### src/rtl/phase_clkgen.sv
// Machine-cycle clock/phase generator: prescaler strobe, one-hot phase ring,
// fetch flag, stretched run enable and cycle-boundary halt. All outputs are enables.
//
// Ports:
//   clk      system clock
//   rstreq   async active-low reset request
//   div      prescale ratio (tick every div+1 clks)
//   halt     freeze request, honoured at machine-cycle end
//   tick     prescaler strobe
//   phase    one-hot phase ring
//   fch      fetch half of machine cycle
//   cyc_end  last tick of a running machine cycle
//   rst      run enable (0 holds core in reset)
//   halted   ring frozen at phase[0]
module phase_clkgen #(
  parameter int NPHASE   = 8,
  parameter int DIV_W    = 4,
  parameter int RST_HOLD = 4
) (
  input  logic              clk,
  input  logic              rstreq,
  input  logic [DIV_W-1:0]  div,
  input  logic              halt,
  output logic              tick,
  output logic [NPHASE-1:0] phase,
  output logic              fch,
  output logic              cyc_end,
  output logic              rst,
  output logic              halted
);

  localparam int RC_W = $clog2(RST_HOLD + 1);

  logic              s1_q, s2_q;
  logic              rs;
  logic [DIV_W-1:0]  pcnt_q, pcnt_d;
  logic [DIV_W-1:0]  div_q, div_d;
  logic [NPHASE-1:0] phase_q, phase_d;
  logic              halted_q, halted_d;
  logic              rst_q, rst_d;
  logic [RC_W-1:0]   rcnt_q, rcnt_d;
  logic              halt_ev;

  always_ff @(posedge clk or negedge rstreq) begin
    if (!rstreq) begin
      s1_q <= 1'b0;
      s2_q <= 1'b0;
    end else begin
      s1_q <= 1'b1;
      s2_q <= s1_q;
    end
  end

  assign rs      = s2_q;
  assign tick    = rs & (pcnt_q == div_q);
  assign cyc_end = tick & phase_q[NPHASE-1] & ~halted_q;
  assign fch     = |phase_q[NPHASE/2-1:0];
  assign phase   = phase_q;
  assign rst     = rst_q;
  assign halted  = halted_q;

  // Halt is only honoured once the core is running.
  assign halt_ev = cyc_end & halt & rst_q;

  always_comb begin
    pcnt_d   = pcnt_q;
    div_d    = div_q;
    phase_d  = phase_q;
    halted_d = halted_q;
    rst_d    = rst_q;
    rcnt_d   = rcnt_q;

    // New ratio is latched only on a tick.
    if (tick) begin
      pcnt_d = '0;
      div_d  = div;
    end else if (rs) begin
      pcnt_d = pcnt_q + DIV_W'(1);
    end

    if (tick) begin
      if (halted_q) begin
        // Release leaves ring at bit 0 for a full tick.
        if (!halt) halted_d = 1'b0;
      end else begin
        phase_d = {phase_q[NPHASE-2:0], phase_q[NPHASE-1]};
        if (halt_ev) halted_d = 1'b1;
      end
    end

    if (cyc_end && !rst_q) begin
      if (rcnt_q == RC_W'(RST_HOLD - 1))
        rst_d = 1'b1;
      else
        rcnt_d = rcnt_q + RC_W'(1);
    end
  end

  always_ff @(posedge clk or negedge rstreq) begin
    if (!rstreq) begin
      pcnt_q   <= '0;
      div_q    <= '0;
      phase_q  <= NPHASE'(1);
      halted_q <= 1'b0;
      rst_q    <= 1'b0;
      rcnt_q   <= '0;
    end else begin
      pcnt_q   <= pcnt_d;
      div_q    <= div_d;
      phase_q  <= phase_d;
      halted_q <= halted_d;
      rst_q    <= rst_d;
      rcnt_q   <= rcnt_d;
    end
  end

endmodule

### config.mk
export PLATFORM = sky130hd
export DESIGN_NAME = phase_clkgen
export DESIGN_NICKNAME = d
export VERILOG_FILES = /design/src/rtl/phase_clkgen.sv
export SDC_FILE = /design/constraint.sdc
export NUM_CORES = 1
export LEC_CHECK = 0
export CAP_MARGIN = 10
export CORE_ASPECT_RATIO = 0.75
export CORE_UTILIZATION = 53
export CTS_BUF_LIST = sky130_fd_sc_hd__clkbuf_8 sky130_fd_sc_hd__clkbuf_16
export CTS_CLUSTER_DIAMETER = 120
export DETAILED_ROUTE_END_ITERATION = 10
export PLACE_DENSITY = 0.88
export RECOVER_POWER = 25
export SYNTH_ARGS = -nofsm -noshare
export SYNTH_HDL_FRONTEND = slang
export SYNTH_SLANG_ARGS = --single-unit
### constraint.sdc
create_clock -name clk -period 5.65 [get_ports clk]
set_clock_uncertainty 0.2 [all_clocks]
set_input_delay 1.695 -clock clk [delete_from_list [all_inputs] [get_ports clk]]
set_output_delay 1.695 -clock clk [all_outputs]
set_load 0.01 [all_outputs]
==> metrics <==
area leader, netlist=dfrtp_1; WHS Path Cells=0; initial drt markers=2; cells along the critical path=xnor2_1 -> o211ai_1 -> nor2_1 -> clkdlybuf4s50_1; Pleak=0.000567 µW; GPL Wtd Cong=0.725; unrepaired setup endpoints after global routing=false; R2R setup slack=3.14 ns; Initial Utilization=57.3%; synth warn=0; Vias=621; number of setup violations in the final report=0; clk_lat worst skew=0.26 ns; TNS Setup=0 ns; post-CTS sizing=0; syn_area_per_cell=14.1 µm²; die width=52.6 µm; vias in the first global route=611; Hold Buf Count CTS=0; post-synth top area share=54.2%; Residual DRC=0; Area contributors post-synth=dfrtp_1 (54%), mux2_2 (13%), ha_1 (3.7%); ANT nets after route=0; Rel. slew slack=30.6%; gr ovfl total=0; max-capacitance violation count=0; layout cells sized above 1=21.1%; Post-CTS Repair Setup Buffers=0; WL final=1.83 mm; Critical R2R Launch=pcnt_q[0]; Place WS=1.99 ns; worst min path class=flop to flop; syn_nets=82; most common library cells after synthesis=dfrtp_1 (22), mux2_2 (12), nand2b_1 (4); CTS H-Tree Depth=1; Peak Freq=236 MHz; Worst Setup End Kind=output pin; ant diodes=0; CP Launch Type=flop; Design Area, Final=1250 µm²; largest net degree at the start of global routing=24; post-place instance area=1230 µm²; Die Ht=39.9 µm; CTS tree=yes; drt pass-1 iters=2; final-layout fill cell count=125; Via density=5.31; Unique masters post-synth=26; Post-Syn Instances=72; CTS Buffer Depth=2; Tightest Pin Transition=1.03 ns; sequential area share after synthesis=56.8%; Clk Tree Root Cell=clkbuf_8; I/O pin total=20; max-slew violation count=0; crit path time final=4.24 ns; crit path DAT=2.34 ns; routed length per instance=15.7 µm; setup ws final=1.41 ns; area of the die=2100 µm²; CTS sink count=23; Hold EP=rs; GRT Util Overall=20.5%; row count=13; RR Endpoint=phase[6]; Post-synth EDFFs=0; CTS Buf Count=3; hold path start=s1_q; Tcrit/Tclk final=75.0%; first-pass GRT wire length=2.90 mm; status=finished clean; CP Max Fanout=9; R2R depth=4; Cell Pwr Density=360 nW/µm²; nets=106; Netlist Area Pre-Place=1020 µm²; Crit-path slowest cell=clkdlybuf4s50_1; initial antenna violation count=0; core area=1770 µm²; area grow syn2layout=22.7%; most common cell in the synthesized netlist=dfrtp_1; Peak VDD IR=250 µV; Yosys reg bits=23; Synth Flop Type=dfrtp_1; kind of critical path=flop to output pin; Worst EP required=3.75 ns; IO buf count=19; post-synthesis async set-or-reset flop share=100%; Final HPWL DP=1.35 mm; max incr delay on CP=0.66 ns; Final Hold Viols=0; Worst-path clk slew=0.08 ns
## stage by stage
stage                     power (µW)  cells  util, %  hold slack [ns]
after global routing             474    117     70.3            0.169
after CTS                        482    117     72.3            0.166
final                            449    117     70.3            0.161
after detailed placement         377    113     69.6            0.146
after floorplan                  336     72        -            0.131
after global placement           363    113     69.6            0.136
## where the power goes
group / switching [µW] / total [µW] / internal, µW
combinational: 62.3 / 125 / 62.3
sequential: 29.5 / 222 / 193
clock: 52.5 / 102 / 49.9
## layout make-up
| class | instances | area, µm² | area share, % |
|---|---|---|---|
| clock buffers | 3 | 41.3 | 3.31 |
| flip-flops and latches | 23 | 577 | 46.3 |
| multi-input cells | 47 | 395 | 31.7 |
| inverters | 2 | 7.51 | 0.602 |
| clock inverters | 1 | 7.51 | 0.602 |
| well taps | 22 | 27.5 | 2.21 |
| repair buffers | 19 | 190 | 15.3 |
## registers in the layout (all words and copies together) (netlist names)
name and count:
rcnt_q 3, phase 8, pcnt_q 4, rs 1, halted 1, s1_q 1
rst 1, div_q 4
## kinds of logic after synthesis
group | after synthesis | synth area share, %
DFF | 23 | 56.8
other | 1 | 0.369
AOI/OAI and AO/OA | 5 | 5.05
and+or+nand+nor | 18 | 11.0
adders and majority gates | 3 | 3.69
muxes | 14 | 15.8
xor gates and xnor gates | 6 | 6.65
buffers and inverters | 2 | 0.739
## metal layers
layer | wire [µm] | track usage, % | part of all wire (%) | vias up
li1 | - | - | - | 298
met1 | 799 | 23.5 | 44 | 308
met2 | 929 | 37.7 | 51 | 12
met3 | 88 | 7.36 | 4.8 | 3
met4 | 16 | 3.95 | 0.87 | 0
met5 | 0 | 0 | 0 | -
## how the worst max path moves through the flow
stage	startpoint	to	slack, ns
4_1_cts	div_q[3]	tick	1.67
5_1_grt	pcnt_q[0]	tick	1.25
3_5_place_dp	div_q[3]	tick	1.99
6_report	pcnt_q[0]	tick	1.41
2_1_floorplan	div_q[3]	cyc_end	2.67
3_3_place_gp	pcnt_q[0]	tick	2.06
## critical path, delay by kind of cell (launching register included)
kind,cells,cell delay (ns)
compound gates,1,0.24
xor+xnor,1,0.20
flops,1,0.44
buf+inv,1,0.66
simple gates,1,0.54
## layout by cell type (no fill, tap or decap), types with 2 or more instances in the layout
cell type,n
xnor2_1,3
inv_1,2
mux2_2,12
nor3_1,3
clkbuf_8,3
xor2_1,2
dfrtp_1,22
clkdlybuf4s50_1,19
ha_1,3
nand2_1,3
nand2b_1,4
nor2_1,4
Power figures use the tool's default switching activity.
